### config.mk
export PLATFORM = sky130hd
export DESIGN_NAME = inst_fetch_queue
export DESIGN_NICKNAME = d
export VERILOG_FILES = /design/src/rtl/inst_fetch_queue_pkg.sv /design/src/rtl/inst_fetch_queue_mem.sv /design/src/rtl/inst_fetch_queue.sv
export SDC_FILE = /design/constraint.sdc
export NUM_CORES = 1
export LEC_CHECK = 0
export ABC_AREA = 1
export CAP_MARGIN = 5
export CORE_ASPECT_RATIO = 1.1
export CORE_MARGIN = 8
export CORE_UTILIZATION = 53
export DETAILED_ROUTE_END_ITERATION = 8
export PLACE_DENSITY = 0.76
export SLEW_MARGIN = 15
export SYNTH_ARGS = -nofsm -noshare
export SYNTH_HDL_FRONTEND = slang
export SYNTH_HIERARCHICAL = 1
export SYNTH_SLANG_ARGS = --single-unit
### constraint.sdc
create_clock -name CLK -period 21.3 [get_ports CLK]
set_clock_uncertainty 0.15 [all_clocks]
set_input_delay 5.325 -clock CLK [delete_from_list [all_inputs] [get_ports CLK]]
set_output_delay 5.325 -clock CLK [all_outputs]
set_load 0.02 [all_outputs]
### src/rtl/inst_fetch_queue_pkg.sv
// Shared constants and entry layout for the instruction fetch queue.
package inst_fetch_queue_pkg;

   localparam int          DEFAULT_DEPTH = 4;
   localparam logic [31:0] DEFAULT_NOP   = 32'h00000013;

   typedef struct packed {
      logic [31:0] pc;
      logic [31:0] inst;
   } fq_entry_t;

endpackage

### src/rtl/inst_fetch_queue_mem.sv
// Storage array for the fetch queue: clocked write port, asynchronous read port.
module fetch_queue_mem
   import inst_fetch_queue_pkg::*;
#(
   parameter int DEPTH = DEFAULT_DEPTH,
   parameter int AW    = $clog2(DEFAULT_DEPTH)
) (
   input  logic          clk,
   input  logic          i_we,
   input  logic [AW-1:0] i_waddr,
   input  logic [63:0]   i_wdata,
   input  logic [AW-1:0] i_raddr,
   output logic [63:0]   o_rdata
);

   // Contents are never reset; occupancy tracking in the parent decides what is valid.
   logic [63:0] r_mem [DEPTH];

   always_ff @(posedge clk) begin
      if (i_we) begin
         r_mem[i_waddr] <= i_wdata;
      end
   end

   assign o_rdata = r_mem[i_raddr];

endmodule

### src/rtl/inst_fetch_queue.sv
// Circular fetch queue between instruction memory and decode, with flush and sticky overflow.
module inst_fetch_queue
   import inst_fetch_queue_pkg::*;
#(
   parameter int          DEPTH = DEFAULT_DEPTH,
   parameter logic [31:0] NOP   = DEFAULT_NOP
) (
   input  logic                     CLK,
   input  logic                     NRST,
   input  logic                     in_valid,
   input  logic [31:0]              in_pc,
   input  logic [31:0]              in_inst,
   output logic                     full,
   output logic                     out_valid,
   input  logic                     out_ready,
   output logic [31:0]              out_pc,
   output logic [31:0]              out_inst,
   input  logic                     flush,
   output logic                     overflow,
   output logic [$clog2(DEPTH):0]   count
);

   localparam int             AW       = $clog2(DEPTH);
   localparam logic [AW:0]    FULL_CNT = (AW+1)'(DEPTH);

   logic [AW-1:0] r_rdPtr;
   logic [AW-1:0] r_wrPtr;
   logic [AW:0]   r_count;
   logic          r_overflow;

   logic          w_push;
   logic          w_pop;
   logic          w_we;
   logic [63:0]   w_rdata;
   fq_entry_t     w_wrEntry;
   fq_entry_t     w_head;

   assign out_valid = (r_count != '0);
   assign full      = (r_count == FULL_CNT);
   assign count     = r_count;
   assign overflow  = r_overflow;

   // A pop frees a slot in the same cycle, so a full queue still accepts a push alongside it.
   assign w_pop  = out_valid & out_ready;
   assign w_push = in_valid & (~full | w_pop);
   assign w_we   = w_push & NRST & ~flush;

   assign w_wrEntry.pc   = in_pc;
   assign w_wrEntry.inst = in_inst;
   assign w_head         = fq_entry_t'(w_rdata);

   assign out_pc   = out_valid ? w_head.pc   : 32'h0;
   assign out_inst = out_valid ? w_head.inst : NOP;

   fetch_queue_mem #(
      .DEPTH (DEPTH),
      .AW    (AW)
   ) u_mem (
      .clk     (CLK),
      .i_we    (w_we),
      .i_waddr (r_wrPtr),
      .i_wdata (w_wrEntry),
      .i_raddr (r_rdPtr),
      .o_rdata (w_rdata)
   );

   // Pointers wrap naturally because DEPTH is a power of two.
   always_ff @(posedge CLK) begin
      if (!NRST) begin
         r_rdPtr    <= '0;
         r_wrPtr    <= '0;
         r_count    <= '0;
         r_overflow <= 1'b0;
      end else begin
         if (in_valid & full & ~w_pop) begin
            r_overflow <= 1'b1;
         end
         if (flush) begin
            r_rdPtr <= '0;
            r_wrPtr <= '0;
            r_count <= '0;
         end else begin
            if (w_push) begin
               r_wrPtr <= r_wrPtr + 1'b1;
            end
            if (w_pop) begin
               r_rdPtr <= r_rdPtr + 1'b1;
            end
            if (w_push & ~w_pop) begin
               r_count <= r_count + 1'b1;
            end else if (w_pop & ~w_push) begin
               r_count <= r_count - 1'b1;
            end
         end
      end
   end

endmodule

==> summary.txt, run 1 <==
Status
  • Status: finished, final reports clean

Detailed routing
  • Per-cell via count in the routed design: about 4.8
  • 1st-iter DRT viols: between 400 and 500
  • Total iterations of the first detailed-routing run: 5
  • Wire per inst: 14.7 um
  • Post-route DRC violation count: 0
  • Total length of routed wires: 24,300 um
  • Detail Route Antenna Nets: 0
  • Total number of vias: 7,883

Placement
  • GP Congestion: between 0.7 and 0.8
  • Quantity of I/O buffers inserted on ports: ~140
  • Total cell area at the placement stage: 13,300 sq um
  • HPWL Detailed: 14,100 um
  • Place WS: 13.04 ns
  • Placed cells: 1,602

Global route
  • Global-route wire length before repair: approximately 39,000 um
  • Via count of the first global-routing pass: 8,042
  • Grt ovf: 0
  • Antenna violations before repair: 1
  • GR Util All Layers: a little under a fifth
  • Largest net degree at the start of global routing: 86

Layout
  • Post-layout net count: about 1,400
  • Number of antenna cells inserted: 0
  • Filler Cell Count: approximately 1,800
  • Total area of multi-input combinational cells: 2360 sq um
  • Area growth from synthesis to layout: 20.4%
  • Share of cells above drive strength 1: 4.65%
  • Layout Cells excl Fill: ~1,700
  • Post-route standard cell area excluding fillers: 14,200 sq um
  • FF+latch area: ~7900 sq um

Synthesis
  • Commonest cells in the netlist: nand2_1, inv_1, edfxtp_1
  • Asr flop ratio synth: 0%
  • Area share of the largest cell type after synthesis: 65.4%
  • Cell area after synthesis: 11,800 sq um
  • Number of enable-type register cells in the synthesized netlist: 256
  • Synthesized netlist cell count: 1,206
  • Mean cell area of the mapped netlist: roughly 9.7 sq um
  • Post-synthesis sequential element count: 264
  • Biggest area consumer among synthesized cells: edfxtp_1
  • Cell types with the largest area share after synthesis: edfxtp_1, nand2_1, inv_1
  • Distinct cell type count after synthesis: 24
  • Synthesized Nets: 1,277
  • Sequential cell area fraction in the yosys report: 66.8%
  • Top-count cell post-synth: nand2_1
  • Ys flop type: edfxtp_1
  • Total number of yosys warnings: 6

STA
  • Pin slew with the least headroom to its limit: 0.993 ns
  • Worst-case hold slack: between 0.3 and 0.4 ns
  • Max-slew violation count: 0
  • Total count of hold-check failures in the final report: 0
  • Final critical-path share of the clock period: between 40 and 50%
  • Max_slew headroom: around a third
  • RSZ-0062 raised after global routing: false
  • Setup Total Neg Slack: 0 ns
  • Peak clock frequency supported by timing: 113 MHz
  • Setup violation total in the final timing report: 0
  • Final critical path time including I/O delays and setup: 8.82 ns
  • Final WS setup: 12.48 ns

Setup path
  • Critical Path Start: r_rdPtr[0]
  • Crit path to: out_pc[25]
  • Category of the most critical setup path: reg -> out
  • Crit path max fanout: 74
  • Crit path DAT: around 3.3 ns
  • Delay-heaviest family, CP: buffers and inverters
  • Required time of the critical path: between 15 and 20 ns
  • Biggest cell delay along the critical path: 0.72 ns
  • Setup slack of the worst register-to-register path: roughly 19 ns
  • Origin of the critical flop-to-flop path: count[0]
  • Number of cells on the worst reg-to-reg path: 7
  • Element type at the critical path start: flip-flop
  • Worst path buffer plus inverter count: 4
  • Crit Reg-Reg Endpoint: u_mem/r_mem[0][7]
  • List of cells traversed by the critical path: inv_4 -> buf_4 -> nand2_1 -> nand3_1 -> nand2_1 -> inv_1 -> nor2_1 -> clkdlybuf4s50_1
  • Number of stages on the worst setup path: 8
  • Critical path endpoint category: output pin
  • CP dominant cell by count: nand2_1
  • Slowest library cell on the worst path: buf_4

Floorplan
  • Placeable core region: 22,000 sq um
  • Total Die Area: 27,200 sq um
  • Initial core utilization: approximately 54%
  • Standard-cell row count: 57
  • Width of the die: 158 um
  • Vertical extent of the die: 172 um
  • I/O pin count: 139

CTS
  • Count of instances resized after the clock tree is built: 0
  • Post-CTS setup buffer count: 0
  • Total clock buffers created by CTS: 26
  • Total number of clock tree sinks: approximately 260
  • Clock insertion delay at the later pin of the skew report: approximately 0.52 ns
  • Cell at the root of the clock tree: clkbuf_16
  • # hold bufs at CTS: 0
  • Clock tree from TritonCTS: yes
  • Clock H-tree levels: 1
  • Worst-path clk slew: 0.06 ns
  • Clock buffer depth: 3

Job
  • Maximum capacitance violations: 0

Power and ir drop
  • Power density over cell area: ~81 nW/um^2
  • Leakage power figure: 0.00639 uW
  • Worst vdd ir: 74.0 uV

Hold path
  • Type of the most critical hold path: reg -> reg
tightest hold or removal path, delay by kind of cell (launching register included):
kind / cells / cell delay, ns
DFF: 1 / 0.30
buffers and inverters: 1 / 0.05
AOI/OAI and AO/OA: 1 / 0.06
power by group:
part	internal, uW	switching, uW	total (uW)	leakage (uW)
Sequential	576	3.55	579	0.00238
Clock	266	183	449	0.000416
Combinational	49.0	68.1	117	0.00360
Total	891	255	1150	0.00639
per-layer routing:
layer	vias to the layer above	track usage, %	routed length (um)
met1	3690	20.0	9350
met5	-	0	13
met2	218	34.3	12900
met3	37	3.85	1670
li1	3936	-	-
met4	2	5.13	408
cell families (layout without fill, tap and decap cells):
family                   after synthesis  after routing  synth area share [%]
adder cells (fa/ha/maj)                2              2                 0.277
buffers and inverters                383            532                  13.3
flip-flops                           264            264                  66.8
AO/OA/AOI/OAI                          7              7                 0.298
AND/OR/NAND/NOR                      550            550                  19.4
sequential cells by signal, summed over array words and instances (netlist names):
| name | flops |
|---|---|
| u_mem/r_mem | 256 |
| overflow | 1 |
| r_wrPtr | 2 |
| count | 3 |
| r_rdPtr | 2 |
metrics by stage:
step	power, uW	utilization [%]
floorplan	655	-
global placement	705	60.6
detailed placement	709	60.6
CTS	1160	64.4
global route	1190	64.4
finish	1150	64.4
cell type report:
cell class,instances,share of cell area [%]
multi-input combinational,559,16.7
clock buffer,30,4.85
tap,295,2.61
timing repair buffer,148,10.3
sequential,264,55.5
inverter,336,8.94
clock inverter,18,1.15
how the worst min path moves through the flow:
stage / from / endpoint / slack [ns] / depth (start not counted)
floorplan: r_rdPtr[1] / r_rdPtr[1] / 0.33 / 2
global placement: overflow / overflow / 0.28 / 2
detailed placement: overflow / overflow / 0.31 / 2
CTS: overflow / overflow / 0.32 / 2
global route: overflow / overflow / 0.35 / 2
finish: overflow / overflow / 0.31 / 2
cells in the final DEF (no fill, tap or decap), types with 2 or more instances in the layout:
cell type          n
a21oi_1            6
clkbuf_1           3
edfxtp_1         256
nand2_1          337
inv_1            333
or2_1              3
nor3_2             5
dfxtp_1            6
clkbuf_16         27
clkdlybuf4s50_1  138
inv_4              2
buf_4             10
clkinvlp_4         2
clkinv_2           7
nor2_1            67
clkinv_1           6
nand3_1          134
bufinv_16          3
No activity file was read; power rests on OpenSTA's default activity.
==> run 2, diff against run 1 <==
Clock period 21.3 ns to 8.7 ns, I/O delays scaled along.
==> run 2 against run 1 <==
  * Global-route usage grew 0.12 points
  * Hold slack worse by 0.0077 ns
  * Die area unchanged
  * Largest power group unchanged
  * Core utilization is 0.37 points higher
  * Via count increased by 0.36%
  * Sequential cell count unchanged
==> summary.txt, run 2 (same netlist as run 1, synthesis figures left out) <==
Floorplan
  • I/O pin count: 139 (unchanged)
  • Initial core utilization: 53.5% (unchanged)
  • Vertical extent of the die: 172 um (unchanged)
  • Placeable core region: 22,000 sq um (unchanged)
  • Total Die Area: 27,200 sq um (unchanged)
  • Width of the die: 158 um (unchanged)
  • Standard-cell row count: 57 (unchanged)

Detailed routing
  • Post-route DRC violation count: 0 (unchanged)
  • 1st-iter DRT viols: 545 (+9.2%)
  • Per-cell via count in the routed design: 4.79 (+0.36%)
  • Total number of vias: 7,911 (+0.36%)
  • Detail Route Antenna Nets: 0 (unchanged)
  • Wire per inst: 15.0 um (+1.8%)
  • Total iterations of the first detailed-routing run: 5 (unchanged)
  • Total length of routed wires: 24,700 um (+1.8%)

Power and ir drop
  • Power dissipated by switching net loads: 632 uW (+150%)
  • Share of power burned in combinational logic: 9.9% (-0.3 points)
  • Portion of total power attributed to the clock network: 41.2% (+2.0 points)
  • Internal power of the cells: 2270 uW (+150%)
  • Leakage power figure: 0.00642 uW (+0.55%)
  • Fraction of power spent switching nets: 21.8% (-0.43 points)
  • Power density over cell area: 204 nW/um^2 (+150%)
  • Sequential fraction of design power: 48.9% (-1.7 points)
  • Worst vdd ir: 190 uV (+160%)

Layout
  • Share of cells above drive strength 1: 4.87% (+0.22 points)
  • Area growth from synthesis to layout: 21.1%
  • Number of antenna cells inserted: 0 (unchanged)
  • Max FFs per register: 256 (unchanged)
  • Most common cell after layout, fill and taps aside: nand2_1
  • Filler Cell Count: 1,795 (+1.8%)
  • Top reg by flops: u_mem/r_mem
  • Most frequent cells in the layout: nand2_1, inv_1, edfxtp_1
  • Layout Cells excl Fill: 1,650 (unchanged)
  • Post-layout net count: 1,406 (unchanged)

CTS
  • Total clock buffers created by CTS: 26 (unchanged)
  • Clock tree from TritonCTS: yes
  • Worst-path clk slew: 0.06 ns (about the same)
  • Clock buffer depth: 3 (unchanged)
  • Count of instances resized after the clock tree is built: 0 (unchanged)
  • Total number of clock tree sinks: 264 (unchanged)
  • Clock H-tree levels: 1 (unchanged)
  • Cell at the root of the clock tree: clkbuf_16
  • Clock insertion delay at the later pin of the skew report: 0.52 ns (about the same)
  • # hold bufs at CTS: 0 (unchanged)
  • Post-CTS setup buffer count: 0 (unchanged)

Setup path
  • Delay-heaviest family, CP: buffers and inverters
  • Critical path endpoint category: output pin
  • Category of the most critical setup path: reg -> out
  • Element type at the critical path start: flip-flop
  • Worst path buffer plus inverter count: 4 (unchanged)
  • Required time of the critical path: 6.38 ns (-9.45 ns)
  • Crit path max fanout: 74 (unchanged)
  • Biggest cell delay along the critical path: 0.73 ns (about the same)
  • Crit path DAT: 3.35 ns (about the same)
  • Slowest library cell on the worst path: buf_4
  • CP dominant cell by count: nand2_1
  • List of cells traversed by the critical path: inv_4 -> buf_4 -> nand2_1 -> nand3_1 -> nand2_1 -> inv_1 -> nor2_1 -> clkdlybuf4s50_1

Status
  • Status: finished, final reports clean

STA
  • Final critical path time including I/O delays and setup: between 5 and 6 ns
  • Total count of hold-check failures in the final report: 0 (unchanged)
  • Pin slew with the least headroom to its limit: 1.01 ns (+0.0178 ns)
  • Max-slew violation count: 0 (unchanged)
  • RSZ-0062 raised after global routing: false
  • Setup Total Neg Slack: 0 ns (unchanged)
  • Max_slew headroom: 32.6% (-1.2 points)
  • Final critical-path share of the clock period: 65.2%
  • Setup violation total in the final timing report: 0 (unchanged)
  • Peak clock frequency supported by timing: around 180 MHz

Global route
  • GR Util All Layers: 18.2% (+0.12 points)
  • Via count of the first global-routing pass: 8,099 (+0.71%)
  • Grt ovf: 0 (unchanged)
  • Global-route wire length before repair: 39,100 um (+0.57%)
  • Antenna violations before repair: 0 (-1)
  • Largest net degree at the start of global routing: 86 (unchanged)

Placement
  • Placed cells: 1,602 (unchanged)
  • Quantity of I/O buffers inserted on ports: 138 (unchanged)
  • HPWL Detailed: 14,200 um (+1.2%)
  • GP Congestion: 0.720 (about the same)

Hold path
  • Type of the most critical hold path: reg -> reg

Job
  • Maximum capacitance violations: 0 (unchanged)
run 2: path summary, 6_finish.rpt:
check / from / end / slack (ns) / depth (start not counted)
worst max register to register: count[0] / u_mem/r_mem[1][34] / 6.20 / 7
worst min-delay path: overflow / overflow / 0.30 / 2
worst min register to register: overflow / overflow / 0.30 / 2
worst max-delay path: r_rdPtr[0] / out_pc[26] / 3.03 / 8
run 2: stage by stage:
stage	hold slack, ns	power [uW]	instance area (sq um)	utilization, %	setup WS [ns]
after CTS	0.309	2930	14200	64.8	3.01
final	0.304	2900	14200	64.8	3.03
after global routing	0.356	3000	14200	64.8	2.82
after detailed placement	0.300	1740	13300	60.6	3.58
after floorplan	0.335	1600	11800	-	0.995
after global placement	0.285	1730	13300	60.6	3.63
run 2: metal layers:
layer  global-route usage, %  vias to the layer above  wire length [um]
li1                        -                     3934                 -
met1                    20.4                     3712              9630
met2                    34.5                      217             12900
met3                    3.18                       48              1550
met4                    5.99                        0               618
met5                       0                        -                 0
run 2: area by class of cell:
class	instances	area, sq um	share of cell area [%]
clock buffer	27	676	4.75
timing repair buffer	148	1460	10.2
multi-input combinational	559	2360	16.6
tap	295	369	2.59
sequential	264	7850	55.2
clock inverter	21	255	1.79
inverter	336	1270	8.89
run 2: power by group through the flow:
stage	Combinational (uW)	Sequential, uW	Clock [uW]
floorplan	158	1450	0
global placement	282	1440	0
detailed placement	289	1450	0
CTS	292	1420	1220
global route	313	1420	1270
finish	287	1420	1200
run 2: worst register-to-register path, delay by kind of cell (launching register included):
family                 cells  cell delay, ns
buffers and inverters      2            0.90
DFF                        1            0.51
and+or+nand+nor            5            0.50
==> run 3, diff against run 2 <==
Clock period 8.7 ns to 5.62 ns, I/O delays scaled along.
==> run 3 against run 2 <==
  * Sequential share of layout area rose by 0.36 points
  * Hold slack worse by 0.0056 ns
  * Register-to-register slack got worse by 2.7 ns
  * Final cell count is essentially flat
  * Non-clock buffer count rose by 4
  * Clock-buffer cell count increased by 5
  * Setup slack got worse by 2.0 ns
  * Combinational power grew 56%
  * Core utilization down 0.42 points
==> summary.txt, run 3 (same netlist as run 1, synthesis figures left out) <==
Power and ir drop
  • Fraction of power spent switching nets: 22.1% (+0.34 points)
  • Power dissipated by switching net loads: 945 uW (+50%)
  • Portion of total power attributed to the clock network: 38.2% (-3.0 points)
  • Worst vdd ir: 236 uV (+24%)
  • Leakage power figure: 0.00638 uW (-0.65%)
  • Share of power burned in combinational logic: 10.5% (+0.6 points)
  • Power, Total: 4270 uW (+47%)
  • Power density over cell area: 302 nW/um^2 (+48%)
  • Sequential fraction of design power: 51.3% (+2.4 points)
  • Internal power of the cells: 3330 uW (+47%)

Setup path
  • Category of the most critical setup path: reg -> out
  • Critical path endpoint category: output pin
  • Element type at the critical path start: flip-flop
  • Required time of the critical path: 4.07 ns (-2.31 ns)
  • Crit path DAT: 3.03 ns (-0.32 ns)
  • Crit Reg-Reg Endpoint: u_mem/r_mem[0][43]
  • Number of cells on the worst reg-to-reg path: 7 (unchanged)
  • Setup slack of the worst register-to-register path: 3.50 ns (-2.70 ns)
  • Origin of the critical flop-to-flop path: count[0]
  • Crit path max fanout: 81 (+9.5%)

Placement
  • GP Congestion: 0.735 (+2.1%)
  • HPWL Detailed: 14,300 um (about the same)
  • Quantity of I/O buffers inserted on ports: 138 (unchanged)
  • Placed cells: 1,606 (+0.25%)

Detailed routing
  • Total length of routed wires: 24,200 um (-2.0%)
  • Per-cell via count in the routed design: 4.72 (-1.6%)
  • Total number of vias: 7,786 (-1.6%)
  • Detail Route Antenna Nets: 0 (unchanged)
  • Post-route DRC violation count: 0 (unchanged)
  • Wire per inst: 14.7 um (-2.1%)
  • 1st-iter DRT viols: 441 (-19%)
  • Total iterations of the first detailed-routing run: 5 (unchanged)

Floorplan
  • Standard-cell row count: 57 (unchanged)
  • Placeable core region: 22,000 sq um (unchanged)
  • Total Die Area: 27,200 sq um (unchanged)
  • Initial core utilization: 53.5% (unchanged)
  • Width of the die: 158 um (unchanged)
  • I/O pin count: 139 (unchanged)
  • Vertical extent of the die: 172 um (unchanged)

Global route
  • Global-route wire length before repair: 39,100 um (+0.14%)
  • Via count of the first global-routing pass: 7,966 (-1.6%)
  • Antenna violations before repair: 2 (+2)
  • Grt ovf: 0 (unchanged)
  • GR Util All Layers: 18.2% (about the same)
  • Largest net degree at the start of global routing: 82 (-4.7%)

Layout
  • Top reg by flops: u_mem/r_mem
  • Layout Cells excl Fill: 1,651 (+0.061%)
  • Max FFs per register: 256 (unchanged)
  • Area growth from synthesis to layout: 20.4%
  • Share of cells above drive strength 1: 4.35% (-0.52 points)
  • Most frequent cells in the layout: nand2_1, inv_1, edfxtp_1
  • Post-layout net count: 1,410 (+0.28%)
  • Most common cell after layout, fill and taps aside: nand2_1
  • Post-layout utilization of the core: 64.4% (-0.42 points)

Job
  • Maximum capacitance violations: 0 (unchanged)

CTS
  • # hold bufs at CTS: 0 (unchanged)
  • Cell at the root of the clock tree: clkbuf_16
  • Clock insertion delay at the later pin of the skew report: 0.51 ns (about the same)
  • Clock tree from TritonCTS: yes
  • Post-CTS setup buffer count: 0 (unchanged)
  • Clock buffer depth: 3 (unchanged)
  • Clock H-tree levels: 1 (unchanged)
  • Worst-path clk slew: 0.06 ns (about the same)
  • Total clock buffers created by CTS: 26 (unchanged)
  • Count of instances resized after the clock tree is built: 0 (unchanged)
  • Total number of clock tree sinks: 264 (unchanged)

STA
  • RSZ-0062 raised after global routing: false
  • Final critical-path share of the clock period: 81.5%
  • Worst-case hold slack: 0.298 ns (-0.00561 ns)
  • Max-slew violation count: 0 (unchanged)
  • Pin slew with the least headroom to its limit: 0.917 ns (-0.0938 ns)
  • Peak clock frequency supported by timing: 218 MHz
  • Setup violation total in the final timing report: 0 (unchanged)
  • Total count of hold-check failures in the final report: 0 (unchanged)
  • Max_slew headroom: 38.9% (+6.3 points)
  • Final critical path time including I/O delays and setup: 4.58 ns

Hold path
  • Worst Hold Path Cells: 2 (unchanged)
  • Sink of the worst hold path: overflow
  • Hold_sp: overflow
  • Type of the most critical hold path: reg -> reg

Status
  • Status: finished, final reports clean
run 3: power groups by stage:
stage	logic [uW]	registers (uW)	clock network, uW
after global placement	443	2230	0
after global routing	493	2190	1730
final	447	2190	1630
after CTS	454	2190	1660
after detailed placement	452	2230	0
after floorplan	245	2240	0
run 3: how the worst max path moves through the flow:
stage	cells past startpoint	end	startpoint	slack (ns)
floorplan	6	u_mem/r_mem[1][0]	NRST	-1.31
global placement	7	out_inst[4]	r_rdPtr[0]	1.64
detailed placement	7	out_inst[4]	r_rdPtr[0]	1.61
CTS	7	out_inst[4]	r_rdPtr[0]	1.06
global route	7	out_inst[4]	r_rdPtr[0]	0.90
finish	7	out_inst[4]	r_rdPtr[0]	1.04
run 3: stage by stage:
step	setup TNS, ns	area [sq um]	worst slack [ns]
after global placement	0	13300	1.64
after floorplan	-336.59	11800	-1.31
final	0	14100	1.04
after CTS	0	14100	1.06
after global routing	0	14100	0.904
after detailed placement	0	13300	1.61
run 3: cell type report:
type,instances,area [sq um]
Tap cell,295,369
Clock buffer,32,694
Fill cell,1745,7820
Inverter,336,1270
Timing Repair Buffer,152,1500
Clock inverter,12,100
Antenna cell,1,2.50
Sequential cell,264,7850
Multi-Input combinational cell,559,2360
run 3: worst max-delay path: stages, from the launching register on:
cell             delay [ns]
dfxtp_4                0.40
inv_4                  0.59
buf_4                  0.40
nand2_1                0.08
nand3_1                0.07
nand2_1                0.07
or2_1                  0.22
clkdlybuf4s50_1        0.54
run 3: routing by layer:
| metal | track usage, % | vias to the layer above | routed length [um] |
|---|---|---|---|
| li1 | - | 3937 | - |
| met1 | 21.6 | 3593 | 9710 |
| met2 | 33.0 | 208 | 12400 |
| met3 | 3.20 | 46 | 1500 |
| met4 | 6.16 | 2 | 595 |
| met5 | 0 | - | 13 |
